### src/rtl/instruction_decode_stage.sv
// ID stage of a 5-stage MIPS-like pipeline: register file, decoder, hazard detection,
// early branch/jump resolution and the ID/EX pipeline register.
module instruction_decode_stage (
  input  logic        clk,
  input  logic        reset,
  input  logic [31:0] instr_in,
  input  logic [31:0] pc_in,
  input  logic        wb_en,
  input  logic [4:0]  wb_addr,
  input  logic [31:0] wb_data,
  output logic        stall,
  output logic        pc_load,
  output logic [31:0] pc_target,
  output logic        flush_if_id,
  output logic [31:0] ex_rs_data,
  output logic [31:0] ex_rt_data,
  output logic [31:0] ex_imm,
  output logic [4:0]  ex_rs,
  output logic [4:0]  ex_rt,
  output logic [4:0]  ex_dst,
  output logic [2:0]  ex_alu_op,
  output logic        ex_alu_src,
  output logic        ex_reg_write,
  output logic        ex_mem_read,
  output logic        ex_mem_write,
  output logic        ex_mem_to_reg,
  output logic        illegal_instr
);

  localparam logic [5:0] OpRtype = 6'h00;
  localparam logic [5:0] OpJ     = 6'h02;
  localparam logic [5:0] OpBeq   = 6'h04;
  localparam logic [5:0] OpBne   = 6'h05;
  localparam logic [5:0] OpAddi  = 6'h08;
  localparam logic [5:0] OpAndi  = 6'h0C;
  localparam logic [5:0] OpOri   = 6'h0D;
  localparam logic [5:0] OpLw    = 6'h23;
  localparam logic [5:0] OpSw    = 6'h2B;

  localparam logic [5:0] FnAdd = 6'h20;
  localparam logic [5:0] FnSub = 6'h22;
  localparam logic [5:0] FnAnd = 6'h24;
  localparam logic [5:0] FnOr  = 6'h25;
  localparam logic [5:0] FnSlt = 6'h2A;
  localparam logic [5:0] FnNor = 6'h27;

  localparam logic [2:0] AluAdd = 3'd0;
  localparam logic [2:0] AluSub = 3'd1;
  localparam logic [2:0] AluAnd = 3'd2;
  localparam logic [2:0] AluOr  = 3'd3;
  localparam logic [2:0] AluSlt = 3'd4;
  localparam logic [2:0] AluNor = 3'd5;

  // Instruction fields
  logic [5:0]  w_opcode;
  logic [5:0]  w_funct;
  logic [4:0]  w_rs;
  logic [4:0]  w_rt;
  logic [4:0]  w_rd;
  logic [31:0] w_imm_sext;
  logic [31:0] w_imm_zext;

  assign w_opcode   = instr_in[31:26];
  assign w_rs       = instr_in[25:21];
  assign w_rt       = instr_in[20:16];
  assign w_rd       = instr_in[15:11];
  assign w_funct    = instr_in[5:0];
  assign w_imm_sext = {{16{instr_in[15]}}, instr_in[15:0]};
  assign w_imm_zext = {16'h0000, instr_in[15:0]};

  // Decoder
  logic       w_issue;
  logic       w_illegal;
  logic       w_rtype;
  logic       w_reads_rs;
  logic       w_reads_rt;
  logic       w_reg_write;
  logic       w_mem_read;
  logic       w_mem_write;
  logic       w_alu_src;
  logic       w_zero_ext;
  logic       w_is_beq;
  logic       w_is_bne;
  logic       w_is_j;
  logic [2:0] w_alu_op;
  logic [4:0] w_dst;

  always_comb begin
    w_issue     = 1'b0;
    w_illegal   = 1'b0;
    w_rtype     = 1'b0;
    w_reads_rs  = 1'b0;
    w_reads_rt  = 1'b0;
    w_reg_write = 1'b0;
    w_mem_read  = 1'b0;
    w_mem_write = 1'b0;
    w_alu_src   = 1'b0;
    w_zero_ext  = 1'b0;
    w_is_beq    = 1'b0;
    w_is_bne    = 1'b0;
    w_is_j      = 1'b0;
    w_alu_op    = AluAdd;
    unique case (w_opcode)
      OpRtype: begin
        unique case (w_funct)
          FnAdd:   begin w_issue = 1'b1; w_alu_op = AluAdd; end
          FnSub:   begin w_issue = 1'b1; w_alu_op = AluSub; end
          FnAnd:   begin w_issue = 1'b1; w_alu_op = AluAnd; end
          FnOr:    begin w_issue = 1'b1; w_alu_op = AluOr;  end
          FnSlt:   begin w_issue = 1'b1; w_alu_op = AluSlt; end
          FnNor:   begin w_issue = 1'b1; w_alu_op = AluNor; end
          default: w_issue = 1'b0;
        endcase
        // funct 0 (all-zero word, shifts) is a silent NOP; other unknown functs are illegal
        if (w_issue) begin
          w_rtype     = 1'b1;
          w_reads_rs  = 1'b1;
          w_reads_rt  = 1'b1;
          w_reg_write = 1'b1;
        end else begin
          w_illegal = (w_funct != 6'h00);
        end
      end
      OpAddi: begin
        w_issue = 1'b1; w_reads_rs = 1'b1; w_reg_write = 1'b1; w_alu_src = 1'b1;
      end
      OpAndi: begin
        w_issue = 1'b1; w_reads_rs = 1'b1; w_reg_write = 1'b1; w_alu_src = 1'b1;
        w_zero_ext = 1'b1; w_alu_op = AluAnd;
      end
      OpOri: begin
        w_issue = 1'b1; w_reads_rs = 1'b1; w_reg_write = 1'b1; w_alu_src = 1'b1;
        w_zero_ext = 1'b1; w_alu_op = AluOr;
      end
      OpLw: begin
        w_issue = 1'b1; w_reads_rs = 1'b1; w_reg_write = 1'b1; w_alu_src = 1'b1;
        w_mem_read = 1'b1;
      end
      OpSw: begin
        w_issue = 1'b1; w_reads_rs = 1'b1; w_reads_rt = 1'b1; w_alu_src = 1'b1;
        w_mem_write = 1'b1;
      end
      OpBeq: begin
        w_issue = 1'b1; w_reads_rs = 1'b1; w_reads_rt = 1'b1; w_is_beq = 1'b1;
      end
      OpBne: begin
        w_issue = 1'b1; w_reads_rs = 1'b1; w_reads_rt = 1'b1; w_is_bne = 1'b1;
      end
      OpJ: begin
        w_issue = 1'b1; w_is_j = 1'b1;
      end
      default: w_illegal = 1'b1;
    endcase
  end

  always_comb begin
    w_dst = 5'd0;
    if (w_reg_write) begin
      w_dst = w_rtype ? w_rd : w_rt;
    end
  end

  // Register file with write-first bypass from WB
  logic [31:0] r_rf [32];
  logic [31:0] w_rs_data;
  logic [31:0] w_rt_data;

  always_ff @(posedge clk) begin
    if (!reset) begin
      r_rf <= '{default: '0};
    end else if (wb_en && (wb_addr != 5'd0)) begin
      r_rf[wb_addr] <= wb_data;
    end
  end

  always_comb begin
    w_rs_data = '0;
    w_rt_data = '0;
    if (w_rs != 5'd0) begin
      w_rs_data = (wb_en && (wb_addr == w_rs)) ? wb_data : r_rf[w_rs];
    end
    if (w_rt != 5'd0) begin
      w_rt_data = (wb_en && (wb_addr == w_rt)) ? wb_data : r_rf[w_rt];
    end
  end

  // Issue history: P1 is in EX, P2 is in MEM
  logic [4:0] r_p1_dst;
  logic       r_p1_reg_write;
  logic       r_p1_mem_read;
  logic [4:0] r_p2_dst;
  logic       r_p2_reg_write;
  logic       r_p2_mem_read;

  logic w_load_use;
  logic w_br_hazard;
  logic w_rs_pending;
  logic w_rt_pending;
  logic w_stall;

  assign w_load_use = r_p1_mem_read && (r_p1_dst != 5'd0) &&
                      ((w_reads_rs && (r_p1_dst == w_rs)) || (w_reads_rt && (r_p1_dst == w_rt)));

  // Branches resolve here, so any in-flight producer of an operand must drain to WB first
  assign w_rs_pending = (w_rs != 5'd0) && ((r_p1_reg_write && (r_p1_dst == w_rs)) ||
                                           (r_p2_reg_write && (r_p2_dst == w_rs)));
  assign w_rt_pending = (w_rt != 5'd0) && ((r_p1_reg_write && (r_p1_dst == w_rt)) ||
                                           (r_p2_reg_write && (r_p2_dst == w_rt)));
  assign w_br_hazard  = (w_is_beq || w_is_bne) && (w_rs_pending || w_rt_pending);
  assign w_stall      = w_load_use || w_br_hazard;

  // Branch / jump redirect
  logic        w_operands_eq;
  logic        w_taken;
  logic [31:0] w_branch_target;
  logic [31:0] w_jump_target;

  assign w_operands_eq   = (w_rs_data == w_rt_data);
  assign w_taken         = (w_is_beq && w_operands_eq) || (w_is_bne && !w_operands_eq);
  assign w_branch_target = pc_in + {w_imm_sext[29:0], 2'b00};
  assign w_jump_target   = {pc_in[31:28], instr_in[25:0], 2'b00};

  assign stall       = reset && w_stall;
  assign pc_load     = reset && !w_stall && (w_taken || w_is_j);
  assign flush_if_id = pc_load;

  always_comb begin
    pc_target = '0;
    if (pc_load) begin
      pc_target = w_is_j ? w_jump_target : w_branch_target;
    end
  end

  // ID/EX pipeline register
  logic [31:0] r_ex_rs_data;
  logic [31:0] r_ex_rt_data;
  logic [31:0] r_ex_imm;
  logic [4:0]  r_ex_rs;
  logic [4:0]  r_ex_rt;
  logic [4:0]  r_ex_dst;
  logic [2:0]  r_ex_alu_op;
  logic        r_ex_alu_src;
  logic        r_ex_reg_write;
  logic        r_ex_mem_read;
  logic        r_ex_mem_write;
  logic        r_ex_mem_to_reg;
  logic        r_illegal;

  always_ff @(posedge clk) begin
    if (!reset) begin
      r_ex_rs_data    <= '0;
      r_ex_rt_data    <= '0;
      r_ex_imm        <= '0;
      r_ex_rs         <= '0;
      r_ex_rt         <= '0;
      r_ex_dst        <= '0;
      r_ex_alu_op     <= '0;
      r_ex_alu_src    <= 1'b0;
      r_ex_reg_write  <= 1'b0;
      r_ex_mem_read   <= 1'b0;
      r_ex_mem_write  <= 1'b0;
      r_ex_mem_to_reg <= 1'b0;
      r_illegal       <= 1'b0;
      r_p1_dst        <= '0;
      r_p1_reg_write  <= 1'b0;
      r_p1_mem_read   <= 1'b0;
      r_p2_dst        <= '0;
      r_p2_reg_write  <= 1'b0;
      r_p2_mem_read   <= 1'b0;
    end else begin
      r_p2_dst       <= r_p1_dst;
      r_p2_reg_write <= r_p1_reg_write;
      r_p2_mem_read  <= r_p1_mem_read;
      r_illegal      <= w_illegal && !w_stall;
      if (w_stall || !w_issue) begin
        // Bubble: stalls, NOPs and undecodable words
        r_ex_rs_data    <= '0;
        r_ex_rt_data    <= '0;
        r_ex_imm        <= '0;
        r_ex_rs         <= '0;
        r_ex_rt         <= '0;
        r_ex_dst        <= '0;
        r_ex_alu_op     <= '0;
        r_ex_alu_src    <= 1'b0;
        r_ex_reg_write  <= 1'b0;
        r_ex_mem_read   <= 1'b0;
        r_ex_mem_write  <= 1'b0;
        r_ex_mem_to_reg <= 1'b0;
        r_p1_dst        <= '0;
        r_p1_reg_write  <= 1'b0;
        r_p1_mem_read   <= 1'b0;
      end else begin
        r_ex_rs_data    <= w_rs_data;
        r_ex_rt_data    <= w_rt_data;
        r_ex_imm        <= w_zero_ext ? w_imm_zext : w_imm_sext;
        r_ex_rs         <= w_rs;
        r_ex_rt         <= w_rt;
        r_ex_dst        <= w_dst;
        r_ex_alu_op     <= w_alu_op;
        r_ex_alu_src    <= w_alu_src;
        r_ex_reg_write  <= w_reg_write;
        r_ex_mem_read   <= w_mem_read;
        r_ex_mem_write  <= w_mem_write;
        r_ex_mem_to_reg <= w_mem_read;
        r_p1_dst        <= w_dst;
        r_p1_reg_write  <= w_reg_write;
        r_p1_mem_read   <= w_mem_read;
      end
    end
  end

  // P2 load flag is kept for completeness of the history; no current hazard rule reads it
  logic w_unused_p2;
  assign w_unused_p2 = r_p2_mem_read;

  assign ex_rs_data    = r_ex_rs_data;
  assign ex_rt_data    = r_ex_rt_data;
  assign ex_imm        = r_ex_imm;
  assign ex_rs         = r_ex_rs;
  assign ex_rt         = r_ex_rt;
  assign ex_dst        = r_ex_dst;
  assign ex_alu_op     = r_ex_alu_op;
  assign ex_alu_src    = r_ex_alu_src;
  assign ex_reg_write  = r_ex_reg_write;
  assign ex_mem_read   = r_ex_mem_read;
  assign ex_mem_write  = r_ex_mem_write;
  assign ex_mem_to_reg = r_ex_mem_to_reg;
  assign illegal_instr = r_illegal;

endmodule

### config.mk
export PLATFORM = sky130hd
export DESIGN_NAME = instruction_decode_stage
export DESIGN_NICKNAME = d
export VERILOG_FILES = /design/src/rtl/instruction_decode_stage.sv
export SDC_FILE = /design/constraint.sdc
export NUM_CORES = 2
export LEC_CHECK = 0
export BUFFER_PORTS_ARGS = -buffer_cell sky130_fd_sc_hd__buf_2
export CAP_MARGIN = 40
export CORE_ASPECT_RATIO = 1.25
export CORE_MARGIN = 2
export CORE_UTILIZATION = 57
export DETAILED_ROUTE_END_ITERATION = 8
export GPL_TIMING_DRIVEN = 1
export PLACE_DENSITY = 0.81
export SKIP_LAST_GASP = 1
export SYNTH_ARGS = -nofsm -noshare
export SYNTH_HDL_FRONTEND = slang
export SYNTH_SLANG_ARGS = --single-unit
export TNS_END_PERCENT = 50
### constraint.sdc
create_clock -name clk -period 3.8 [get_ports clk]
set_input_delay 0.19 -clock clk [delete_from_list [all_inputs] [get_ports clk]]
set_output_delay 0.19 -clock clk [all_outputs]
set_load 0.03 [all_outputs]
==> flow_summary.yaml <==
sta:
  finalSetupTns_ps: -43860
  fin_crit_ps: 5144
  slew_headroom: 0.2954
  layout_setup_ws_ps: -1344
  hold_viol: 0
  min_period_over_period: 1.354
  finClkSkew_ps: 39.56
  fmax_mhz: 194.4
  finalSetupViolCount: 34
  rsz0062_at_grt: "true"
  worst_slew_pin_slew_ps: 1053
  drv_slew: 0
job:
  cap_viol_max_count: 0
finish:
  multi_input_area_mm2: 0.03545
  area_growth_pct: 19.60
  largest_reg_flops: 1024
  num-nets-final: 7386
  ff_latch_area_mm2: 0.02270
  drive_above_1_share: 0.2524
  fin_util: 0.6872
  fillers: 7625
  top_register: "r_rf"
global_route:
  grt_pass1_wl_um: 388000
  antenna_found_initial: 29
  first_global_vias: 59750
  grt_max_degree: 200
  grt_remaining_overflow: 0
  grt_use_total: 0.4757
clocking:
  cts_buffer_depth: 3
  clk_latency_ps: 790
  clk_pin_slew_ps: 70
  htreeDepth: 3
  clock-sinks: 1134
  ctsRootBufferMaster: "clkbuf_16"
  cts_tree: "built"
  numCtsBuffers: 112
status:
  status: "complete, but fails checks"
  violations: "DRC, setup timing"
drt:
  drt_iter0_markers: 11160
  drt_wl_total_um: 270500
  vias_per_cell: 7.041
  ant_nets: 0
  vias: 61870
  wire_per_inst_um: 30.78
  first_pass_iters: 9
  drc: 3
floorplanning:
  initial_utilization: 0.5746
  die_x_um: 297.5
  dieArea_mm2: 0.1103
  num_rows: 134
  coreArea_mm2: 0.1068
  io_pins: 259
  die_h_um: 370.8
power:
  ir_drop_uv: 354.6
  p_per_area_mw_per_mm2: 374.9
  power.static_leakage_nw: 26.73
logic_synthesis:
  synth_edf_count: 0
  yosysUniqueCellTypes: 90
  syn_avg_cell_area_um2: 9.186
  synth_cells: 6680
  ys_warn_count: 0
  synth.most_common_cell: "nand2_1"
  ys_ff_latch: 1134
  yosys-top-cells-area: "dfxtp_1 37%, mux4_2 16%, nand2_1 13%"
  synth_largest_area_cell: "dfxtp_1"
  ys_seq_area_frac: 0.3699
  synth_top_area_frac: 0.3699
  synthTopCellsByCount: "2,112 x nand2_1, 1,134 x dfxtp_1, 995 x a21boi_0"
  ys.flop_type: "dfxtp_1"
  syn_nets: 6814
  synthesis.area_mm2: 0.06137
  ys_async_sr_fraction: 0
setup_path:
  criticalPathCategory: "reg -> out"
  critical_path_required_ps: 3610
  end_kind: "output pin"
  crit_fanout: 16
  cp-start-kind: "flip-flop"
  crit_arrival_ps: 4950
hold_path:
  min_path_type: "in -> reg"
place:
  hpwl_um: 176200
  gp_congestion: 1.088
  io_buffers: 258
final cells by class:
type,instances,share of cell area
Antenna cell,14,0.0004774
Clock buffer,149,0.04298
Timing Repair Buffer,1145,0.1291
Tap cell,1428,0.02434
Sequential cell,1134,0.3094
Inverter,27,0.001381
Clock inverter,59,0.009342
Multi-Input combinational cell,4832,0.4830
critical path, stage by stage (launching register included):
cell and delay (ps):
dfxtp_1 330, mux4_2 460, mux4_2 520, o211a_1 200, a311oi_2 260, mux2i_1 300, o221ai_1 170, nor4_2 450
buf_4 180, nand4_1 100, nor4_2 140, buf_4 180, mux2i_4 250, buf_12 160, clkbuf_16 200, a21oi_1 80
buf_2 180
through the flow:
| step | total power, W | area, um2 | hold WS [ps] | std cells | setup WS [ps] |
|---|---|---|---|---|---|
| after global placement | 0.01551 | 68770 | 439.3 | 8510 | -918.4 |
| after global routing | 0.02791 | 73370 | 3.487 | 8779 | -1429 |
| after floorplan | 0.01410 | 61420 | 268.7 | 6680 | -224.8 |
| after CTS | 0.02715 | 73170 | 5.952 | 8768 | -1199 |
| final | 0.02752 | 73390 | 2.559 | 8788 | -1344 |
| after detailed placement | 0.01555 | 68890 | 448.3 | 8517 | -913.4 |
logic make-up after synthesis:
group	synth area share
simple gates	0.1696
compound gates	0.1818
flops	0.3699
buf+inv	0.05844
mux	0.2034
xor+xnor	0.01056
fa+ha+maj	0.006239
where the power goes:
group	internal, W	total (W)	leakage [nW]	switching (W)
Combinational	0.00137	0.00352	15.7	0.00215
Clock	0.00672	0.0120	1.88	0.00524
Sequential	0.0120	0.0120	9.14	0.0000649
Total	0.0201	0.0275	26.7	0.00745
what timing repair did:
item,4_1_cts,5_1_grt
setup buffers,0,2
hold buffers,43,1
endpoints found under the setup margin,34,34
pin swaps,1,0
cloned,0,3
resized for setup,3,37
hold endpoints to repair,288,1
path summary, 6_finish.rpt:
path | start | end | slack, ps | depth (start not counted)
hold / removal | wb_data[26] | r_rf[602] | 3 | 4
setup / recovery | r_rf[139] | pc_target[3] | -1340 | 16
setup reg to reg | ex_dst[1] | ex_mem_write | 330 | 9
hold reg to reg | r_rf[539] | r_rf[539] | 480 | 2
placed cells by master (no fill, tap or decap), types with 16 or more instances in the layout:
cell type      synthesis  layout
o21a_1                17      17
mux2i_1              135     135
clkbuf_16              0     117
dfxtp_1             1134    1132
o21ai_0               55      53
buf_12                 3      97
nor3_1                33      33
a22oi_1               84      84
nor2_1               184     153
nand2_1             2112    2099
buf_2                 52     235
xor2_1                38      38
and2_1                69      68
nand3_1               20      20
nor2b_1               20      16
inv_1                 24      24
a221oi_1              30      28
ha_1                  29      29
mux4_1                42      42
nor2_4                 0      28
o211ai_1              22      22
a22o_1                20      20
a211oi_1              27      27
clkinv_2               0      27
clkbuf_8              18      17
mux4_2               435     435
a21boi_0             995     995
a21oi_1              106      91
dlygate4sd3_1          0      44
xnor2_1               36      36
clkbuf_1             493      18
mux2_2                19      19
o22ai_1               49      49
buf_4                 50     754
and3_1                27      27
metal layers:
layer | global-route usage | part of all wire | vias up
met3 | 0.2020 | 0.17 | 2233
met2 | 0.6751 | 0.40 | 6242
li1 | - | - | 24560
met5 | 0 | 0.00073 | -
met1 | 0.5365 | 0.31 | 28810
met4 | 0.4497 | 0.12 | 28
(Power assumes the default switching activity.)
